`src/rtl/stroke_sequencer_if.sv`:
```
// Point stream from the stroke sequencer to the motion stage.
// master drives the point; slave consumes it through pt_ready.
interface stroke_sequencer_if #(
  parameter int unsigned IW = 7,
  parameter int unsigned XW = 10,
  parameter int unsigned YW = 10,
  parameter int unsigned ZW = 9
);
  logic          pt_valid;
  logic          pt_ready;
  logic [XW-1:0] pt_x;
  logic [YW-1:0] pt_y;
  logic [ZW-1:0] pt_z;
  logic          pt_last;
  logic [IW-1:0] pt_stroke;

  modport master (
    output pt_valid, pt_x, pt_y, pt_z, pt_last, pt_stroke,
    input  pt_ready
  );

  modport slave (
    input  pt_valid, pt_x, pt_y, pt_z, pt_last, pt_stroke,
    output pt_ready
  );
endinterface

```
`src/rtl/stroke_sequencer.sv`:
```
// Walks a run of strokes in the stroke-point ROM bank and streams every
// x/y/z point of each stroke to the motion stage over a valid/ready link.
module stroke_sequencer #(
  parameter int unsigned IW = 7,
  parameter int unsigned XW = 10,
  parameter int unsigned YW = 10,
  parameter int unsigned ZW = 9
) (
  input  logic                 clk,
  input  logic                 rst_n,
  input  logic                 start,
  input  logic [IW-1:0]        first_stroke,
  input  logic [IW-1:0]        stroke_cnt,
  input  logic                 abort,
  output logic                 busy,
  output logic                 done,
  output logic [IW-1:0]        mem_m,
  output logic [IW-1:0]        mem_n,
  input  logic [XW-1:0]        mem_x,
  input  logic [YW-1:0]        mem_y,
  input  logic [ZW-1:0]        mem_z,
  input  logic [IW-1:0]        mem_len,
  stroke_sequencer_if.master   pt
);

  typedef enum logic [1:0] {
    S_IDLE  = 2'd0,
    S_LEN   = 2'd1,
    S_FETCH = 2'd2,
    S_OUT   = 2'd3
  } state_e;

  state_e        state_q, state_d;
  logic [IW-1:0] m_q, m_d;
  logic [IW-1:0] n_q, n_d;
  logic [IW-1:0] left_q, left_d;
  logic [IW-1:0] len_q, len_d;
  logic          busy_q, busy_d;
  logic          done_q, done_d;
  logic          pt_valid_q, pt_valid_d;
  logic [XW-1:0] pt_x_q, pt_x_d;
  logic [YW-1:0] pt_y_q, pt_y_d;
  logic [ZW-1:0] pt_z_q, pt_z_d;
  logic          pt_last_q, pt_last_d;
  logic [IW-1:0] pt_stroke_q, pt_stroke_d;
  logic          end_stroke;

  // State and datapath registers
  always_ff @(posedge clk or negedge rst_n) begin
    if (!rst_n) begin
      state_q     <= S_IDLE;
      m_q         <= '0;
      n_q         <= '0;
      left_q      <= '0;
      len_q       <= '0;
      busy_q      <= 1'b0;
      done_q      <= 1'b0;
      pt_valid_q  <= 1'b0;
      pt_x_q      <= '0;
      pt_y_q      <= '0;
      pt_z_q      <= '0;
      pt_last_q   <= 1'b0;
      pt_stroke_q <= '0;
    end else begin
      state_q     <= state_d;
      m_q         <= m_d;
      n_q         <= n_d;
      left_q      <= left_d;
      len_q       <= len_d;
      busy_q      <= busy_d;
      done_q      <= done_d;
      pt_valid_q  <= pt_valid_d;
      pt_x_q      <= pt_x_d;
      pt_y_q      <= pt_y_d;
      pt_z_q      <= pt_z_d;
      pt_last_q   <= pt_last_d;
      pt_stroke_q <= pt_stroke_d;
    end
  end

  // Next-state and output logic
  always_comb begin
    state_d     = state_q;
    m_d         = m_q;
    n_d         = n_q;
    left_d      = left_q;
    len_d       = len_q;
    busy_d      = busy_q;
    done_d      = 1'b0;
    pt_valid_d  = pt_valid_q;
    pt_x_d      = pt_x_q;
    pt_y_d      = pt_y_q;
    pt_z_d      = pt_z_q;
    pt_last_d   = pt_last_q;
    pt_stroke_d = pt_stroke_q;
    end_stroke  = 1'b0;

    unique case (state_q)
      S_IDLE: begin
        if (start && !abort) begin
          if (stroke_cnt != '0) begin
            m_d     = first_stroke;
            left_d  = stroke_cnt;
            n_d     = '0;
            busy_d  = 1'b1;
            state_d = S_LEN;
          end else begin
            done_d  = 1'b1;
          end
        end
      end
      S_LEN: begin
        len_d = mem_len;
        if (mem_len == '0) begin
          end_stroke = 1'b1;
        end else begin
          state_d = S_FETCH;
        end
      end
      S_FETCH: begin
        pt_x_d      = mem_x;
        pt_y_d      = mem_y;
        pt_z_d      = mem_z;
        pt_stroke_d = m_q;
        pt_last_d   = (n_q == len_q - IW'(1));
        pt_valid_d  = 1'b1;
        state_d     = S_OUT;
      end
      S_OUT: begin
        if (pt_valid_q && pt.pt_ready) begin
          pt_valid_d = 1'b0;
          if (pt_last_q) begin
            end_stroke = 1'b1;
          end else begin
            n_d     = n_q + IW'(1);
            state_d = S_FETCH;
          end
        end
      end
      default: state_d = S_IDLE;
    endcase

    // Advance to the next stroke, or finish the run on the last one
    if (end_stroke) begin
      if (left_q == IW'(1)) begin
        done_d  = 1'b1;
        busy_d  = 1'b0;
        state_d = S_IDLE;
      end else begin
        m_d     = m_q + IW'(1);
        left_d  = left_q - IW'(1);
        n_d     = '0;
        state_d = S_LEN;
      end
    end

    // Cancel overrides everything, including a same-edge handshake
    if (abort && (state_q != S_IDLE)) begin
      state_d    = S_IDLE;
      pt_valid_d = 1'b0;
      busy_d     = 1'b0;
      done_d     = 1'b0;
    end
  end

  assign busy         = busy_q;
  assign done         = done_q;
  assign mem_m        = m_q;
  assign mem_n        = n_q;
  assign pt.pt_valid  = pt_valid_q;
  assign pt.pt_x      = pt_x_q;
  assign pt.pt_y      = pt_y_q;
  assign pt.pt_z      = pt_z_q;
  assign pt.pt_last   = pt_last_q;
  assign pt.pt_stroke = pt_stroke_q;

endmodule

```
`src/flat_wrapper.sv`:
```
// flat-port wrapper written by rule: the top's interface ports become plain ports
module stroke_sequencer_flat 
#(
  parameter int unsigned IW = 7,
  parameter int unsigned XW = 10,
  parameter int unsigned YW = 10,
  parameter int unsigned ZW = 9
)
  (clk, rst_n, start, first_stroke, stroke_cnt, abort, busy, done, mem_m, mem_n, mem_x, mem_y, mem_z, mem_len, pt_pt_valid, pt_pt_x, pt_pt_y, pt_pt_z, pt_pt_last, pt_pt_stroke, pt_pt_ready);
  stroke_sequencer_if #(.IW(IW), .XW(XW), .YW(YW), .ZW(ZW)) pt_i ();
  input  logic clk;
  input  logic rst_n;
  input  logic start;
  input  logic [IW-1:0] first_stroke;
  input  logic [IW-1:0] stroke_cnt;
  input  logic abort;
  output logic busy;
  output logic done;
  output logic [IW-1:0] mem_m;
  output logic [IW-1:0] mem_n;
  input  logic [XW-1:0] mem_x;
  input  logic [YW-1:0] mem_y;
  input  logic [ZW-1:0] mem_z;
  input  logic [IW-1:0] mem_len;
  output wire logic [$bits(pt_i.pt_valid)-1:0] pt_pt_valid;
  output wire logic [$bits(pt_i.pt_x)-1:0] pt_pt_x;
  output wire logic [$bits(pt_i.pt_y)-1:0] pt_pt_y;
  output wire logic [$bits(pt_i.pt_z)-1:0] pt_pt_z;
  output wire logic [$bits(pt_i.pt_last)-1:0] pt_pt_last;
  output wire logic [$bits(pt_i.pt_stroke)-1:0] pt_pt_stroke;
  input wire logic [$bits(pt_i.pt_ready)-1:0] pt_pt_ready;
  assign pt_pt_valid = pt_i.pt_valid;
  assign pt_pt_x = pt_i.pt_x;
  assign pt_pt_y = pt_i.pt_y;
  assign pt_pt_z = pt_i.pt_z;
  assign pt_pt_last = pt_i.pt_last;
  assign pt_pt_stroke = pt_i.pt_stroke;
  assign pt_i.pt_ready = pt_pt_ready;
  stroke_sequencer #(.IW(IW), .XW(XW), .YW(YW), .ZW(ZW)) u_core (.clk(clk), .rst_n(rst_n), .start(start), .first_stroke(first_stroke), .stroke_cnt(stroke_cnt), .abort(abort), .busy(busy), .done(done), .mem_m(mem_m), .mem_n(mem_n), .mem_x(mem_x), .mem_y(mem_y), .mem_z(mem_z), .mem_len(mem_len), .pt(pt_i));
endmodule
```
`config.mk`:
```
export PLATFORM = sky130hd
export DESIGN_NAME = stroke_sequencer_flat
export DESIGN_NICKNAME = d
export VERILOG_FILES = /design/src/rtl/stroke_sequencer_if.sv /design/src/rtl/stroke_sequencer.sv /design/src/flat_wrapper.sv
export SDC_FILE = /design/constraint.sdc
export NUM_CORES = 1
export LEC_CHECK = 0
export BUFFER_PORTS_ARGS = -buffer_cell sky130_fd_sc_hd__buf_2
export CAP_MARGIN = 40
export CORE_MARGIN = 4
export CORE_UTILIZATION = 45
export DETAILED_ROUTE_END_ITERATION = 10
export GPL_TIMING_DRIVEN = 1
export PLACE_DENSITY = 0.83
export SLEW_MARGIN = 20
export SYNTH_ARGS = -nofsm -noshare
export SYNTH_HDL_FRONTEND = slang
export SYNTH_SLANG_ARGS = --single-unit
```
`constraint.sdc`:
```
create_clock -name clk -period 4.7 [get_ports clk]
set_input_delay 0.235 -clock clk [delete_from_list [all_inputs] [get_ports clk]]
set_output_delay 0.235 -clock clk [all_outputs]
set_load 0.01 [all_outputs]
```
==> flow_summary.ini <==
[status]
status = completed

[worst_hold_path]
min_path_cells = 2
hold_path_end = u_core.pt.pt_z[6]
min_path_type = in -> reg
min-delay-start = mem_z[6]

[placement]
dp_hpwl_um = 6363
pre_cts_ws_ps = 1995
place.gp.congestion = 0.8709
placed_area_mm2 = 0.004202
portBuffers = 108

[route]
wl_per_cell_um = 16.06
drtIter0Drc = 145
firstDrtPassIters = 4
wl_um = 8641
detail-route-antenna-nets = 0
via_per_inst = 5.509
drc = 0
vias = 2964

[worst_setup_path]
critPathKind = reg -> reg
cp.arrival_ps = 2940
reg2reg_from = u_core.state_q[1]
worstPathCellList = inv_1 -> ha_1 -> nor4b_2 -> a21boi_0 -> or2_1 -> and3_2 -> a221o_1
critPathMaxFanout = 24
crit_path_start_kind = flop
crit_start = u_core.state_q[1]
critPathMaxStageDelay_ps = 550
path_delay_family = simple AND/OR/NAND/NOR gates
required_ps = 4920
r2r_slack_ps = 1980
crit_cells = 7
end_kind = flop
crit_slowest_cell = or2_1
rr_worst_depth = 7
r2r-end = u_core.left_q[6]
worst-path-buf-inv = 1

[logic_synthesis]
synth.avg_cell_area_um2 = 11.16
ys_async_sr_fraction = 1.000
yosys_most_used_dff = dfrtp_1
yosysWarnings = 0
ys_ff_latch = 70
yosysSeqAreaShare = 0.4919
synth-edff-count = 0
syn-num-nets = 383
synthCells = 319
synth.distinct_cells = 61
syn_area_mm2 = 0.003561

[global_route]
grt_pass1_vias = 3057
grt_max_degree = 71
grt.total_usage = 0.1870
grt_pass1_wl_um = 14620
grt-ovfl-total = 0
antenna_found_initial = 0

[final_layout]
final_cell_mix = buf_2, dfrtp_1, mux2_2
nets = 495
design_area_mm2 = 0.004453
n_antenna_cell = 0
fillerInstances = 656
syn2layout_area_growth_pct = 25.05
layout-drive-gt1-share = 0.4197
final_common_cell = buf_2

[sta]
slew_headroom = 0.4819
hold_viol_final = 0
setup_ws_ps = 1980
rsz0062_at_grt = false
finClkSkew_ps = 8.460
fin_setup_tns_ps = 0
slew_violations = 0
setup_viol = 0
worst_pin_slew_ps = 777.2
final.min_clock_period_ps = 2720
max_freq_mhz = 367.6
period_share = 0.5788

[floorplanning]
dieArea_mm2 = 0.009400
start_util = 0.4608
core_mm2 = 0.007727
fp-row-count = 32
die_h_um = 96.96
ios = 109
chipWidth_um = 96.96

[cts]
cts_tree = built
ctsHtreeMaxLevel = 3
clock_latency_ps = 330
post-cts-setup-buffers = 0
cts_sinks = 70
clk_pin_slew_ps = 80
cts_made_buffers = 9
root_buffer = clkbuf_8
ctsLongestPathBuffers = 2

[power_and_ir_drop]
p_leak_nw = 2.079
power.density_mw_per_mm2 = 643.4
peakVddDrop_v = 0.0001889

[flow_run]
max_cap_violations = 0
[what timing repair did]
item,4_1_cts,5_1_grt
resized for setup,0,0
hold endpoints to repair,0,33
hold buffers,0,1
[logic make-up after synthesis]
| group | after synthesis | synth area share |
|---|---|---|
| adders and majority gates | 9 | 0.03162 |
| muxes | 44 | 0.1388 |
| and+or+nand+nor | 96 | 0.1486 |
| buffers and inverters | 23 | 0.03197 |
| xor gates and xnor gates | 8 | 0.01968 |
| AOI/OAI and AO/OA | 69 | 0.1374 |
| DFF | 70 | 0.4919 |
[stage by stage]
stage / power, mW / hold WS [ps] / utilization / std cells
after floorplan: 1.886 / -60.59 / - / 319
after global placement: 2.251 / 468.5 / 0.5392 / 518
after detailed placement: 2.341 / 470.5 / 0.5437 / 520
after CTS: 2.884 / 104.0 / 0.5724 / 536
after global routing: 3.080 / 107.2 / 0.5763 / 538
final: 2.865 / 124.4 / 0.5763 / 538
[Yosys cell counts, drive strengths merged (2+ instances only)]
cell type,n,area share
a21boi,2,0.0042
a22oi,4,0.0084
a21o,4,0.0084
xor2,3,0.0074
xnor2,5,0.012
nor3b,4,0.0084
nor2,21,0.022
o211ai,2,0.0042
ha,9,0.032
nand4,2,0.0035
or3,3,0.0056
dfrtp,70,0.49
a221o,7,0.020
buf,6,0.014
nand3,8,0.011
nand3b,4,0.0084
a21oi,11,0.015
inv,11,0.012
mux2,43,0.14
nor3,9,0.014
nand2b,7,0.012
o21ai,17,0.025
nand2,18,0.019
a211oi,6,0.013
clkbuf,6,0.0063
and3,7,0.013
nor4,2,0.0053
nor2b,3,0.0053
o221a,2,0.0063
a31oi,2,0.0035
nor4b,2,0.0067
[registers in the layout, indices dropped and copies added (netlist names)]
signal,count
u_core.len_q,7
u_core.pt.pt_valid,1
u_core.left_q,7
u_core.state_q,2
u_core.pt.pt_z,9
u_core.mem_n,7
u_core.pt.pt_x,10
u_core.pt.pt_y,10
u_core.pt.pt_last,1
u_core.busy,1
u_core.mem_m,7
u_core.done,1
u_core.pt.pt_stroke,7
[layer usage]
layer	vias up	track usage	share of wire
met4	0	0.07883	0.017
met1	1419	0.2295	0.42
met3	12	0.04614	0.072
met5	-	0	0
li1	1407	-	-
met2	126	0.3132	0.49
[power breakdown]
group          total, mW  internal, mW  leakage (nW)  switching [mW]
Sequential          1.10         0.874         0.850           0.227
Clock              0.533         0.300         0.106           0.232
Combinational       1.23         0.628          1.12           0.603
Total               2.86          1.80          2.08            1.06
[worst register-to-register path: stages, from the launching register on]
cell,delay (ps)
dfrtp_1,420
inv_1,100
ha_1,380
nor4b_2,350
a21boi_0,210
or2_1,550
and3_2,350
a221o_1,250
[how the worst max path moves through the flow]
stage | endpoint | slack [ps]
floorplan | u_core.left_q[5] | 2670
global placement | u_core.left_q[3] | 1780
detailed placement | u_core.left_q[6] | 2000
CTS | u_core.left_q[6] | 1980
global route | u_core.left_q[6] | 1650
finish | u_core.left_q[6] | 1980
[final cells by class]
type	count	area [um2]	area share
Clock inverter	7	97.59	0.02192
Sequential cell	70	1752	0.3934
Tap cell	102	127.6	0.02866
Timing Repair Buffer	113	613.1	0.1377
Multi-Input combinational cell	226	1698	0.3813
Clock buffer	9	123.9	0.02782
Inverter	11	41.29	0.009272
Note: power is estimated with default switching activity, not from simulation.
